`config.mk`:
```
export PLATFORM = sky130hd
export DESIGN_NAME = msg_streamer
export DESIGN_NICKNAME = d
export VERILOG_FILES = /design/src/rtl/msg_streamer_pkg.sv /design/src/rtl/msg_repeat_timer.sv /design/src/rtl/msg_streamer.sv
export SDC_FILE = /design/constraint.sdc
export NUM_CORES = 1
export LEC_CHECK = 0
export CELL_PAD_IN_SITES_DETAIL_PLACEMENT = 0
export CELL_PAD_IN_SITES_GLOBAL_PLACEMENT = 1
export CORE_MARGIN = 2
export CORE_UTILIZATION = 37
export CTS_CLUSTER_SIZE = 8
export DETAILED_ROUTE_END_ITERATION = 8
export PLACE_DENSITY = 0.82
export SLEW_MARGIN = 20
export SYNTH_ARGS = -nofsm -noshare
export SYNTH_HDL_FRONTEND = slang
export SYNTH_HIERARCHICAL = 1
export SYNTH_SLANG_ARGS = --single-unit
```
`constraint.sdc`:
```
create_clock -name CLK -period 2.31 [get_ports CLK]
set_input_delay 0.693 -clock CLK [delete_from_list [all_inputs] [get_ports CLK]]
set_output_delay 0.693 -clock CLK [all_outputs]
set_load 0.02 [all_outputs]
```
`src/rtl/msg_streamer_pkg.sv`:
```
// Shared widths, types and FSM encoding for the message streamer.
package msg_streamer_pkg;

    localparam int ADDR_W = 10;
    localparam int DATA_W = 8;

    typedef logic [ADDR_W-1:0] addr_t;
    typedef logic [DATA_W-1:0] byte_t;

    typedef enum logic [1:0] {S_IDLE, S_FETCH, S_SEND, S_DONE} state_t;

endpackage

```
`src/rtl/msg_repeat_timer.sv`:
```
// Counts enabled (idle) cycles; O_EXPIRE is high on the last of REPEAT_CYCLES of them.
module msg_repeat_timer #(
    parameter int REPEAT_CYCLES = 100_000_000
) (
    input  logic CLK,
    input  logic RST,
    input  logic I_EN,
    output logic O_EXPIRE
);

    localparam int CNT_W = (REPEAT_CYCLES > 1) ? $clog2(REPEAT_CYCLES) : 1;
    localparam logic [CNT_W-1:0] LAST = CNT_W'((REPEAT_CYCLES > 0) ? REPEAT_CYCLES - 1 : 0);

    logic [CNT_W-1:0] r_cnt;

    // A zero period folds the expire term to constant low, so the counter is dead logic.
    assign O_EXPIRE = (REPEAT_CYCLES != 0) && I_EN && (r_cnt == LAST);

    always_ff @(posedge CLK or posedge RST) begin
        if (RST) begin
            r_cnt <= '0;
        end else if (!I_EN || O_EXPIRE) begin
            r_cnt <= '0;
        end else begin
            r_cnt <= r_cnt + 1'b1;
        end
    end

endmodule

```
`src/rtl/msg_streamer.sv`:
```
// Walks the message RAM from a base address until NUL or MAX_LEN bytes,
// handing each byte to the UART TX over valid/ready; optional periodic restart.
module msg_streamer
    import msg_streamer_pkg::*;
#(
    parameter int MAX_LEN       = 1024,
    parameter int REPEAT_CYCLES = 100_000_000
) (
    input  logic              CLK,
    input  logic              RST,
    input  logic              I_START,
    input  logic [ADDR_W-1:0] I_BASE,
    output logic [ADDR_W-1:0] O_RADDR,
    input  logic [DATA_W-1:0] I_RDATA,
    output logic              O_TX_VALID,
    output logic [DATA_W-1:0] O_TX_DATA,
    input  logic              I_TX_READY,
    output logic              O_BUSY,
    output logic              O_DONE,
    output logic [ADDR_W:0]   O_COUNT
);

    localparam int CNT_W = ADDR_W + 1;

    state_t           r_state;
    state_t           w_next;
    addr_t            r_raddr;
    byte_t            r_tx_data;
    logic             r_tx_valid;
    logic [CNT_W-1:0] r_count;

    logic             w_timer_expire;
    logic             w_start;
    logic [CNT_W-1:0] w_count_inc;
    logic             w_last;

    msg_repeat_timer #(
        .REPEAT_CYCLES(REPEAT_CYCLES)
    ) u_timer (
        .CLK      (CLK),
        .RST      (RST),
        .I_EN     (r_state == S_IDLE),
        .O_EXPIRE (w_timer_expire)
    );

    // Manual and timed starts merge into one, so a coincidence cannot double-trigger.
    assign w_start     = I_START || w_timer_expire;
    assign w_count_inc = r_count + 1'b1;
    assign w_last      = (w_count_inc == CNT_W'(MAX_LEN));

    always_ff @(posedge CLK or posedge RST) begin
        if (RST) begin
            r_state <= S_IDLE;
        end else begin
            r_state <= w_next;
        end
    end

    always_comb begin
        w_next = r_state;
        case (r_state)
            S_IDLE:  if (w_start) w_next = S_FETCH;
            S_FETCH: w_next = (I_RDATA == '0) ? S_DONE : S_SEND;
            S_SEND:  if (I_TX_READY) w_next = w_last ? S_DONE : S_FETCH;
            S_DONE:  w_next = S_IDLE;
            default: w_next = S_IDLE;
        endcase
    end

    always_ff @(posedge CLK or posedge RST) begin
        if (RST) begin
            r_raddr    <= '0;
            r_tx_data  <= '0;
            r_tx_valid <= 1'b0;
            r_count    <= '0;
        end else begin
            case (r_state)
                S_IDLE: begin
                    if (w_start) begin
                        r_raddr <= I_BASE;
                        r_count <= '0;
                    end
                end
                S_FETCH: begin
                    if (I_RDATA != '0) begin
                        r_tx_data  <= I_RDATA;
                        r_tx_valid <= 1'b1;
                    end
                end
                S_SEND: begin
                    if (I_TX_READY) begin
                        r_tx_valid <= 1'b0;
                        r_count    <= w_count_inc;
                        r_raddr    <= r_raddr + 1'b1;
                    end
                end
                default: begin
                end
            endcase
        end
    end

    assign O_RADDR    = r_raddr;
    assign O_TX_VALID = r_tx_valid;
    assign O_TX_DATA  = r_tx_data;
    assign O_COUNT    = r_count;
    assign O_BUSY     = (r_state != S_IDLE);
    assign O_DONE     = (r_state == S_DONE);

endmodule
```
Word-level counts from Yosys, hierarchy flattened:

Index checks and enable logic that the tools add are counted.

* bits in registers: 59
* latch bits: 0
* bits in writable memories: 0
* ROM bits: 0
* input bits: 22
* output and inout bits: 32
* logic and storage cells: 46
* memories: 0

* add/sub/neg operators: 3
* multiply operators: 0
* div/mod/pow operators: 0
* order comparisons: 0
* equality and inequality tests: 8
* shift-type cells: 0
* mux-type cells: 15
* bitwise logic cells: 0
* reduce and logical (&&, ||, !) cells: 14

Operators by type and width (count)
* $add A27 B1 Y27 const B: 1
* $eq A27 B27 Y1 const B: 1
* $mux W27: 1
* $mux W11: 2
* $pmux W11 S2: 1
* $mux W10: 2
* $pmux W10 S2: 1
* $add A11 B1 Y11 const B: 1
* $eq A11 B11 Y1 const B: 1
* $add A10 B1 Y10 const B: 1
* $logic_not A8 Y1: 1
* $pmux W2 S4: 1
* $reduce_bool A8 Y1: 1
* $mux W2: 3
* $ne A2 B2 Y1 const B: 3
* $reduce_and A3 Y1: 2
* $reduce_bool A2 Y1: 3
* $eq A2 B2 Y1 const B: 2
* $reduce_and A2 Y1: 2
* $mux W1: 3
* $eq A2 B1 Y1 const B: 1
* $logic_not A2 Y1: 1
* $logic_or A1 B1 Y1: 2
* $pmux W1 S2: 1
* other kinds (2): 2

Depth between registers and ports, before layout:

Gate-level depths: netlist of the first run.

* depth in word-level cells: 5
* depth in mapped cells: 10
* gate-level depth less buffers: 9

Modules after synthesis:

The synthesis of the first run kept the hierarchy.

Modules (own cells, without submodules)
* msg_streamer: instances 1, cells each 187, area each 1765.4 µm²
* msg_repeat_timer: instances 1, cells each 144, area each 1415.1 µm²

Worst setup path before layout of the first run:

OpenSTA, ideal clock, no wires.

* path kind: register -> register
* from: reg r_state[1]
* to: reg r_count[8] (netlist: O_COUNT[8])
* setup time: 0.136 ns
* arrival: 2.182 ns
* data required time: 2.174 ns
* slack: -0.008 ns
* cell stages (with the launch flop): 11
* buffers on the path: 2
* path through: dfrtp_1 -> buf_2 -> or2_2 -> inv_1 -> inv_1 -> nor4_1 -> nor3_1 -> a211o_1 -> buf_2 -> o21ai_0 -> o31ai_1

* longest elaborated chain between the ends: 5
* elaborated cells on any way between the ends: 9

Ends and longest elaborated chain
* start: declaration: line msg_streamer.sv:25 `state_t r_state;`
* start signal: assignment: line msg_streamer.sv:55 `r_state <= w_next;`
* $logic_not A2 Y1: line msg_streamer.sv:42 `.I_EN (r_state == S_IDLE),`
* $logic_and A1 B1 Y1: line msg_repeat_timer.sv:17 `assign O_EXPIRE = (REPEAT_CYCLES != 0) && I_EN && (r_cnt == LAST);`
* named net w_timer_expire: line msg_streamer.sv:32 `logic w_timer_expire;`
* $logic_or A1 B1 Y1: line msg_streamer.sv:47 `assign w_start = I_START || w_timer_expire;`
* $ne A2 B2 Y1 (no line)
* $reduce_and A3 Y1 (no line)
* end signal: assignment: line msg_streamer.sv:93 `r_count <= w_count_inc;`
* end: declaration: line msg_streamer.sv:30 `logic [CNT_W-1:0] r_count;`

The timed path passes the listed nets, and every way through them passes these cells.
A chain may end at the register's enable or synchronous reset.

Final worst setup path of the first run:

* from: reg r_count[3] (netlist: O_COUNT[3])
* to: out O_COUNT[3]

RTL lines
* end: declaration: line msg_streamer.sv:20 `output logic [ADDR_W:0] O_COUNT`

No word-level cell between the ends.

==> impl_metrics.csv, run 1 <==
group,metric,value,unit
finish,sequential_cell_area,0.001476,mm^2
placed_design,place.detailed.hpwl,5.144,mm
yosys,synth_flop_cell,"sky130_fd_sc_hd__dfrtp_1",
yosys,synth.distinct_cells,52,
placed_design,routabilityCongestion,0.8197,
timing,fin_crit,2224,ps
timing,fin_skew,11.03,ps
clock_tree,cts.sink_count,59,
yosys,synth_fp_nets,357,
clock_tree,cts.clk_slew.worst_paths,70,ps
finish,final-instance-count-excl-fill,508,
global_route,grt_pass1_wl,12.61,mm
drt,ant_nets,0,
yosys,ys_async_sr_fraction,100.0,%
finish,layout_fillers,800,
critical_path,cp_num_buf_inv,1,
worst_hold_path,hp-class,"reg -> reg",
timing,setup-tns-final,0,ps
drt,vias_per_cell,5.417,
floorplan,core_area,0.008258,mm^2
floorplan,chipHeight,96.72,um
timing,setup_failing_eps_final,0,
yosys,post_synth_inst_count,331,
critical_path,start_kind,"flop",
run,max_cap_viol_count,0,
global_route,grt_pass1_vias,2690,
yosys,yosysWarnings,6,
critical_path,timing.critical_path.slowest_cell_delay,670,ps
finish,syn_to_final_growth,29.58,%
drt,drtIter0Drc,116,
timing,clock.fmax,449.7,MHz
critical_path,setup.worst_path.class,"reg -> out",
yosys,synth_edf_count,0,
critical_path,cp_slowest_cell,"sky130_fd_sc_hd__clkdlybuf4s50_1",
power_and_ir_drop,pwr_density_cell,1042,mW/mm^2
critical_path,timing.critical_path.fanout_max,9,
critical_path,data_arrival_time_at_the_worst_slack_endpoint,1530,ps
timing,timing.final.hold_violations,0,
timing,timing.final.max_slew_violations,0,
placed_design,buffer_ports.inserted,53,
floorplan,initial_utilization,38.52,%
critical_path,timing.critical_path.required,1620,ps
status,outcome,"completed",
drt,via_count,2752,
clock_tree,cts_tree,"done",
finish,final_net_count,425,
finish,drive_above_1_share,15.88,%
drt,wl_per_cell,14.75,um
floorplan,floorplan.rows,33,
finish,antenna_cells_inserted,0,
yosys,synthesis.area,0.003181,mm^2
power_and_ir_drop,vdd_ir_drop_max,0.0007048,V
clock_tree,cts_made_buffers,9,
global_route,number_of_antenna_violations_at_the_first_check_in_global_routing,0,
clock_tree,clock-root-buffer,"sky130_fd_sc_hd__clkbuf_8",
floorplan,die_width,96.72,um
critical_path,setup.worst_path.end_class,"output port",
timing,slew-limit-headroom,67.77,%
global_route,pin_count_of_the_biggest_net_entering_global_routing,33,
clock_tree,clock_path_buffers,2,
critical_path,crit_chain,"clkdlybuf4s50_1",
yosys,sequential_share_of_the_synthesized_area,46.42,%
drt,route.detailed.drc,0,
global_route,grt_usage,16.34,%
drt,wl,7.494,mm
drt,dr.pass1.iters,4,
critical_path,worst_path_dominant_cell_family,"buffers and inverters",
timing,layout_worst_path_cycle_share,96.27,%
placed_design,placed_cells_incl_taps,487,
floorplan,boundaryPins,54,
clock_tree,clkLatencyLatePin,340,ps
clock_tree,cts-htree-levels,3,
clock_tree,cts.hold.buffers_added,0,
yosys,yosys_register_bits,59,
power_and_ir_drop,static-leakage-power,1.678,nW
global_route,grt_overflow_total,0,
floorplan,die_area,0.009354,mm^2
finish,area_occupied_by_multi_input_gates,0.001554,mm^2
timing,max_slew.worst_pin.slew,479.1,ps
yosys,avgSynthCellArea,9.609,um^2
-- routing by layer --
metal  vias up  track usage [%]  routed length, um
met2        64            27.35               3611
li1       1344                -                  -
met3        13            5.708                421
met5         -                0                  0
met1      1331            19.49               3358
met4         0            5.850                103
-- state kept, by name, summed over array words and instances, names as in the netlist --
| register | cells |
|---|---|
| u_timer/r_cnt | 27 |
| O_RADDR | 10 |
| O_COUNT | 11 |
| O_TX_DATA | 8 |
| r_state | 2 |
| O_TX_VALID | 1 |
-- final cells by class --
| cell class | count | share of cell area, % |
|---|---|---|
| Multi-Input combinational cell | 241 | 37.70 |
| Sequential cell | 59 | 35.82 |
| Timing Repair Buffer | 76 | 17.30 |
| Clock buffer | 11 | 3.673 |
| Tap cell | 105 | 3.188 |
| Clock inverter | 4 | 1.214 |
| Inverter | 12 | 1.093 |
-- per-stage QoR --
step,hold slack (ps),setup slack (ps),util (%),power (W),area (um^2)
detailed placement,480.9,-36.03,46.86,0.003280,3870
floorplan,445.1,33.34,-,0.002537,3181
global route,524.7,-13.10,49.91,0.004574,4121
CTS,490.2,46.65,49.27,0.004255,4069
global placement,462.8,-13.64,46.86,0.003255,3870
finish,497.6,86.24,49.91,0.004296,4121
-- final timing paths --
path,startpoint,end,slack [ps],depth (start not counted)
worst max-delay path,O_COUNT[3]$_DFFE_PP0P_,O_COUNT[3],90,1
worst min-delay path,O_TX_VALID$_DFFE_PP0P_,O_TX_VALID$_DFFE_PP0P_,500,1
worst max register to register,u_timer/r_cnt[19]$_DFF_PP0_,O_COUNT[8]$_DFFE_PP0P_,140,8
worst min register to register,O_TX_VALID$_DFFE_PP0P_,O_TX_VALID$_DFFE_PP0P_,500,1
max in group asynchronous,RST,O_RADDR[6]$_DFFE_PP0P_,1230,3
min in group asynchronous,RST,u_timer/r_cnt[5]$_DFF_PP0_,740,3
-- power by group --
group	switching, W	total [W]	internal (W)	leakage [nW]
sequential	0.000203	0.00146	0.00126	0.768
clock	0.000419	0.000967	0.000549	0.0974
combinational	0.00101	0.00187	0.000865	0.812
total	0.00163	0.00430	0.00267	1.68
-- cell families (layout without fill, tap and decap cells) --
| family | after synthesis | after routing | share of synthesized area [%] |
|---|---|---|---|
| AO/OA/AOI/OAI | 86 | 86 | 17.62 |
| XOR/XNOR | 17 | 17 | 4.681 |
| adder cells (fa/ha/maj) | 4 | 4 | 1.574 |
| buffers and inverters | 31 | 103 | 4.956 |
| flip-flops | 59 | 59 | 46.42 |
| multiplexers | 9 | 9 | 3.108 |
| AND/OR/NAND/NOR | 125 | 125 | 21.64 |
-- synth_stat cells (5+ instances only) --
| library cell | instances | area share [%] |
|---|---|---|
| sky130_fd_sc_hd__nor2_1 | 25 | 3.0 |
| sky130_fd_sc_hd__dfrtp_1 | 59 | 46 |
| sky130_fd_sc_hd__buf_2 | 9 | 1.4 |
| sky130_fd_sc_hd__nand3_1 | 19 | 3.0 |
| sky130_fd_sc_hd__a31oi_1 | 5 | 0.98 |
| sky130_fd_sc_hd__xnor2_1 | 6 | 1.7 |
| sky130_fd_sc_hd__buf_4 | 6 | 1.4 |
| sky130_fd_sc_hd__and3_1 | 6 | 1.2 |
| sky130_fd_sc_hd__a21oi_1 | 22 | 3.5 |
| sky130_fd_sc_hd__mux2_2 | 7 | 2.5 |
| sky130_fd_sc_hd__nand2_1 | 24 | 2.8 |
| sky130_fd_sc_hd__or3_1 | 7 | 1.4 |
| sky130_fd_sc_hd__nand4_1 | 12 | 2.4 |
| sky130_fd_sc_hd__o21ai_0 | 25 | 3.9 |
| sky130_fd_sc_hd__inv_1 | 12 | 1.4 |
| sky130_fd_sc_hd__nor4_1 | 5 | 0.98 |
| sky130_fd_sc_hd__xor2_1 | 11 | 3.0 |
| sky130_fd_sc_hd__o31ai_1 | 12 | 2.8 |
-- layout by cell type, fill, tap and decap left out, types with 3 or more instances in the layout --
cell type,n
sky130_fd_sc_hd__a31oi_1,5
sky130_fd_sc_hd__inv_1,11
sky130_fd_sc_hd__nor4_1,4
sky130_fd_sc_hd__nand3_1,19
sky130_fd_sc_hd__dfrtp_1,59
sky130_fd_sc_hd__ha_1,4
sky130_fd_sc_hd__or4_1,4
sky130_fd_sc_hd__xnor2_1,6
sky130_fd_sc_hd__buf_4,22
sky130_fd_sc_hd__clkdlybuf4s50_1,51
sky130_fd_sc_hd__o31ai_1,12
sky130_fd_sc_hd__or3_1,7
sky130_fd_sc_hd__clkbuf_8,11
sky130_fd_sc_hd__nand4_1,12
sky130_fd_sc_hd__nor2_1,25
sky130_fd_sc_hd__a21oi_1,22
sky130_fd_sc_hd__and2_1,3
sky130_fd_sc_hd__xor2_1,11
sky130_fd_sc_hd__nand2_1,24
sky130_fd_sc_hd__o21ai_0,25
sky130_fd_sc_hd__nor3_1,3
sky130_fd_sc_hd__o32ai_1,4
sky130_fd_sc_hd__and3_1,6
sky130_fd_sc_hd__mux2_2,7
sky130_fd_sc_hd__a21oi_2,3
-- timing repair --
| item | 4_1_cts | 5_1_grt |
|---|---|---|
| gates resized for setup | 2 | 3 |
| setup endpoints to repair | 2 | 13 |
| pin swaps | 0 | 1 |
| setup buffers | 0 | 6 |
No activity file was read; power rests on OpenSTA's default activity.
==> inputs of run 2 (changes only) <==
CORE_UTILIZATION = 39   (was 37)
PLACE_DENSITY = 0.83   (was 0.82)
clock period = 2.7 ns   (was 2.31 ns; I/O delays follow)
==> impl_metrics.csv, run 2 (synthesis results as in run 1) <==
group,metric,value,unit
global_route,grt_pass1_vias,2616,
timing,timing.final.hold_violations,0,
critical_path,timing.critical_path.required,1890,ps
finish,layout.cells.most_common_list,"sky130_fd_sc_hd__dfrtp_1 (59), sky130_fd_sc_hd__clkdlybuf4s50_1 (53), sky130_fd_sc_hd__nor2_1 (25), sky130_fd_sc_hd__o21ai_0 (25), sky130_fd_sc_hd__nand2_1 (24)",
timing,clock.fmax,402.7,MHz
drt,topRoutingLayerUsed,"met4",
critical_path,crit_chain,"buf_4 -> and2_1 -> clkdlybuf4s50_1",
timing,fin_crit,2483,ps
clock_tree,cts.sink_count,59,
critical_path,data_arrival_time_at_the_worst_slack_endpoint,1670,ps
drt,detailroute.wirelength.met2,3.530,mm
critical_path,setup.worst_path.class,"reg -> out",
clock_tree,clock-root-buffer,"sky130_fd_sc_hd__clkbuf_8",
floorplan,chipHeight,94.31,um
worst_hold_path,critical_hold_path_startpoint,"u_timer/r_cnt[0]$_DFF_PP0_",
critical_path,timing.reg2reg.setup_slack,220,ps
drt,vias_per_cell,5.492,
drt,wl_per_cell,14.74,um
finish,final_net_count,413,
critical_path,r2r-start,"u_timer/r_cnt[0]$_DFF_PP0_",
drt,dr.pass1.iters,5,
finish,drive_above_1_share,12.50,%
timing,fin_skew,7.466,ps
finish,syn_to_final_growth,25.41,%
power_and_ir_drop,p_comb_share,43.7,%
power_and_ir_drop,static-leakage-power,1.604,nW
critical_path,setup.worst_path.end_class,"output port",
critical_path,worst_case_reg_to_reg_path_depth,10,
drt,ant_nets,0,
global_route,grt_pass1_wl,12.42,mm
power_and_ir_drop,power.share.clock,20.4,%
placed_design,buffer_ports.inserted,53,
finish,area_occupied_by_multi_input_gates,0.001554,mm^2
placed_design,place.detailed.hpwl,5.091,mm
global_route,grt_overflow_total,0,
timing,timing.final.max_slew_violations,0,
clock_tree,cts_repair_resize_count,0,
timing,layout_worst_path_cycle_share,91.96,%
finish,largest_reg_flops,27,
critical_path,cp-endpoint,"O_DONE",
critical_path,timing.critical_path.slowest_cell_delay,610,ps
global_route,pin_count_of_the_biggest_net_entering_global_routing,33,
worst_hold_path,hp-class,"reg -> reg",
run,max_cap_viol_count,0,
power_and_ir_drop,vdd_ir_drop_max,0.0005340,V
drt,wl,7.282,mm
finish,sequential_cell_area,0.001476,mm^2
finish,antenna_cells_inserted,0,
critical_path,timing.critical_path.fanout_max,21,
power_and_ir_drop,net-switching-power,0.001343,W
timing,setup-tns-final,0,ps
timing,max_slew.worst_pin.slew,483.2,ps
power_and_ir_drop,p_int,0.002139,W
timing,setup_failing_eps_final,0,
critical_path,cp-startpoint,"r_state[1]$_DFFE_PP0P_",
finish,largest_register,"u_timer/r_cnt",
floorplan,core_area,0.007807,mm^2
power_and_ir_drop,share_seq_of_total_power,35.9,%
critical_path,regToRegEndpoint,"O_RADDR[3]$_DFFE_PP0P_",
finish,final_common_cell,"sky130_fd_sc_hd__dfrtp_1",
clock_tree,clock_path_buffers,2,
drt,dr_wl_met3,509,um
status,outcome,"completed",
floorplan,floorplan.rows,32,
timing,slew-limit-headroom,67.79,%
power_and_ir_drop,power.total,0.003481,W
critical_path,timing.critical_path.depth,3,
critical_path,start_kind,"flop",
drt,route.detailed.drc,0,
global_route,grt_usage,17.59,%
clock_tree,cts.hold.buffers_added,0,
timing,rsz0062_at_grt,"no",
placed_design,routabilityCongestion,0.8047,
clock_tree,clkLatencyLatePin,330,ps
global_route,number_of_antenna_violations_at_the_first_check_in_global_routing,0,
clock_tree,cts_made_buffers,9,
clock_tree,cts.clk_slew.worst_paths,70,ps
clock_tree,cts-htree-levels,3,
critical_path,worst_path_dominant_cell_family,"buffers and inverters",
clock_tree,cts_setup_buffers,0,
drt,drtIter0Drc,93,
clock_tree,cts_tree,"done",
finish,layout_fillers,751,
floorplan,die_width,94.31,um
power_and_ir_drop,pwr_density_cell,872.8,mW/mm^2
drt,via_count,2713,
drt,wirelength_met1,3.208,mm
power_and_ir_drop,swShare,38.56,%
floorplan,die_area,0.008893,mm^2
floorplan,boundaryPins,54,
critical_path,cp_num_buf_inv,2,
floorplan,initial_utilization,40.74,%
critical_path,cp_slowest_cell,"sky130_fd_sc_hd__clkdlybuf4s50_1",
[run 2: cell types whose count changed in the layout (fill, tap and decap cells not counted)]
cell | before | now
sky130_fd_sc_hd__dlygate4sd2_1 | 2 | 0
sky130_fd_sc_hd__clkdlybuf4s50_1 | 51 | 53
sky130_fd_sc_hd__bufinv_16 | 1 | 0
sky130_fd_sc_hd__clkinv_2 | 1 | 2
sky130_fd_sc_hd__clkinvlp_4 | 2 | 0
sky130_fd_sc_hd__inv_2 | 1 | 0
sky130_fd_sc_hd__clkbuf_1 | 0 | 3
sky130_fd_sc_hd__buf_12 | 1 | 0
sky130_fd_sc_hd__buf_4 | 22 | 11
sky130_fd_sc_hd__inv_1 | 11 | 12
[run 2: layer usage]
layer / vias up / track usage, %
li1: 1323 / -
met1: 1323 / 22.39
met2: 63 / 27.62
met3: 4 / 7.384
met4: 0 / 4.831
met5: - / 0
[run 2: power by group through the flow]
stage               Sequential [W]  Combinational (W)  Clock [W]
global route               0.00128            0.00167   0.000774
global placement           0.00126            0.00151          0
finish                     0.00125            0.00152   0.000709
detailed placement         0.00127            0.00153          0
floorplan                  0.00143           0.000737          0
CTS                        0.00125            0.00154   0.000742
[run 2: worst reg2reg max path, stage by stage, from the launching register on]
cell and delay (ps):
sky130_fd_sc_hd__dfrtp_1 380, sky130_fd_sc_hd__ha_1 200, sky130_fd_sc_hd__and3_1 330, sky130_fd_sc_hd__nand3_1 190, sky130_fd_sc_hd__nor4_2 320, sky130_fd_sc_hd__nor3_1 110, sky130_fd_sc_hd__a211oi_2 270, sky130_fd_sc_hd__buf_4 250
sky130_fd_sc_hd__nand2_1 70, sky130_fd_sc_hd__mux2i_1 150, sky130_fd_sc_hd__a211oi_1 90
[run 2: final cells by class]
type | instances | share of cell area [%]
multi-input cells | 241 | 38.96
flip-flops and latches | 59 | 37.01
repair buffers | 64 | 15.37
clock buffers | 14 | 4.078
well taps | 102 | 3.199
inverters | 12 | 1.129
clock inverters | 2 | 0.2509
[run 2: worst min path at each step]
stage                                      end  slack (ps)  depth (start not counted)
floorplan           u_timer/r_cnt[0]$_DFF_PP0_         450                          1
global placement        O_TX_VALID$_DFFE_PP0P_         470                          1
detailed placement      O_TX_VALID$_DFFE_PP0P_         470                          1
CTS                 u_timer/r_cnt[0]$_DFF_PP0_         490                          1
global route        u_timer/r_cnt[0]$_DFF_PP0_         520                          1
finish              u_timer/r_cnt[0]$_DFF_PP0_         480                          1
[run 2: stage by stage]
step	instances	instance area (um^2)	hold WS [ps]	util, %	setup WS (ps)
floorplan	331	3181	445.1	-	381.5
global placement	478	3809	468.7	48.78	188.5
detailed placement	478	3809	470.7	48.78	170.9
CTS	494	3981	486.5	50.99	141.1
global route	494	3989	515.3	51.09	4.698
finish	494	3989	478.7	51.09	217.0
==> inputs of run 3 (changes only) <==
CORE_UTILIZATION = 35   (was 39)
PLACE_DENSITY = 0.76   (was 0.83)
==> impl_metrics.csv, run 3 (synthesis results as in run 1) <==
group,metric,value,unit
status,outcome,"completed",
global_route,grt_usage,16.12,%
clock_tree,cts.sink_count,59,
power_and_ir_drop,pwr_density_cell,889.5,mW/mm^2
clock_tree,clkLatencyLatePin,340,ps
floorplan,floorplan.rows,34,
floorplan,chipHeight,99.33,um
placed_design,routabilityCongestion,0.7691,
floorplan,boundaryPins,54,
drt,vias_per_cell,5.419,
power_and_ir_drop,vdd_ir_drop_max,0.0004930,V
finish,final_net_count,413,
drt,wl_per_cell,14.95,um
global_route,number_of_antenna_violations_at_the_first_check_in_global_routing,0,
global_route,grt_pass1_vias,2772,
finish,final_common_cell,"sky130_fd_sc_hd__dfrtp_1",
clock_tree,cts.hold.buffers_added,0,
finish,layout_fillers,861,
clock_tree,clock_path_buffers,2,
global_route,grt_overflow_total,0,
drt,ant_nets,0,
timing,timing.final.hold_violations,0,
global_route,grt_pass1_wl,12.95,mm
timing,clock.fmax,401.5,MHz
drt,dr.pass1.iters,4,
clock_tree,clock-root-buffer,"sky130_fd_sc_hd__clkbuf_8",
critical_path,timing.critical_path.required,1890,ps
critical_path,setup.worst_path.class,"reg -> out",
floorplan,core_area,0.008763,mm^2
finish,largest_register,"u_timer/r_cnt",
critical_path,data_arrival_time_at_the_worst_slack_endpoint,1680,ps
floorplan,initial_utilization,36.29,%
clock_tree,cts-htree-levels,3,
clock_tree,cts.clk_slew.worst_paths,70,ps
floorplan,die_width,99.33,um
run,max_cap_viol_count,0,
power_and_ir_drop,static-leakage-power,1.611,nW
critical_path,setup.worst_path.end_class,"output port",
drt,via_count,2704,
timing,max_slew.worst_pin.slew,470.0,ps
timing,fin_crit,2491,ps
timing,setup-tns-final,0,ps
finish,largest_reg_flops,27,
placed_design,place.detailed.hpwl,5.154,mm
critical_path,start_kind,"flop",
clock_tree,cts_tree,"done",
timing,timing.final.max_slew_violations,0,
drt,route.detailed.drc,0,
worst_hold_path,hp-class,"reg -> reg",
timing,layout_worst_path_cycle_share,92.25,%
timing,rsz0062_at_grt,"no",
clock_tree,cts_made_buffers,9,
timing,fin_skew,9.343,ps
finish,layout.cells.most_common_list,"sky130_fd_sc_hd__dfrtp_1 (59), sky130_fd_sc_hd__clkdlybuf4s50_1 (53), sky130_fd_sc_hd__nor2_1 (25), sky130_fd_sc_hd__o21ai_0 (25), sky130_fd_sc_hd__nand2_1 (24)",
drt,wl,7.459,mm
placed_design,placement.cell_area,0.003816,mm^2
floorplan,die_area,0.009865,mm^2
critical_path,timing.critical_path.fanout_max,21,
placed_design,buffer_ports.inserted,53,
drt,drtIter0Drc,167,
finish,syn_to_final_growth,26.36,%
timing,setup_failing_eps_final,0,
finish,drive_above_1_share,12.79,%
finish,antenna_cells_inserted,0,
finish,fin_area,0.004019,mm^2
timing,slew-limit-headroom,68.66,%
global_route,pin_count_of_the_biggest_net_entering_global_routing,33,
==> run 3: cell type report <==
type,count,area (um^2),share of cell area (%)
multi-input combinational,241,1548,38.51
sequential,59,1476,36.74
timing repair buffer,64,613.1,15.26
clock buffer,11,151.4,3.767
tap,108,135.1,3.362
clock inverter,4,50.05,1.245
inverter,12,45.04,1.121
==> run 3: worst max-delay path, stage by stage, from the launching register on <==
cell and delay [ps]:
sky130_fd_sc_hd__dfrtp_1 340, sky130_fd_sc_hd__buf_4 240, sky130_fd_sc_hd__and2_1 160, sky130_fd_sc_hd__clkdlybuf4s50_1 610
==> run 3: where the power goes <==
| part | switching, W | internal, W |
|---|---|---|
| logic | 0.000838 | 0.000671 |
| registers | 0.000172 | 0.00107 |
| clock network | 0.000351 | 0.000469 |
| total | 0.00136 | 0.00221 |
==> run 3: timing repair <==
item	in CTS	in global routing
setup endpoints to repair	0	2
setup buffers	0	0
gates resized for setup	0	1
==> run 3: layer usage <==
| layer | global-route usage (%) | wire (um) |
|---|---|---|
| met1 | 19.21 | 3192 |
| met4 | 4.426 | 76 |
| met3 | 7.309 | 550 |
| met2 | 26.46 | 3640 |
| met5 | 0 | 0 |
==> run 3: worst paths after layout <==
path                                              endpoint                        from  depth (start not counted)  slack, ps
worst max-delay path                                O_DONE      r_state[1]$_DFFE_PP0P_                          3        210
worst min-delay path                O_TX_VALID$_DFFE_PP0P_      O_TX_VALID$_DFFE_PP0P_                          1        490
worst max register to register      O_RADDR[3]$_DFFE_PP0P_  u_timer/r_cnt[0]$_DFF_PP0_                         10        320
worst min register to register      O_TX_VALID$_DFFE_PP0P_      O_TX_VALID$_DFFE_PP0P_                          1        490
max in group asynchronous           O_RADDR[5]$_DFFE_PP0P_                         RST                          3       1490
min in group asynchronous       u_timer/r_cnt[1]$_DFF_PP0_                         RST                          3        870
==> run 3: through the flow <==
step	instances	setup slack, ps	hold slack (ps)	util, %	power [W]
finish	499	209.2	486.7	45.86	0.003575
global route	499	26.09	514.6	45.86	0.003826
CTS	499	176.2	492.4	45.85	0.003634
detailed placement	484	203.9	469.3	43.55	0.002788
global placement	484	242.4	461.0	43.55	0.002764
floorplan	331	381.5	445.1	-	0.002170
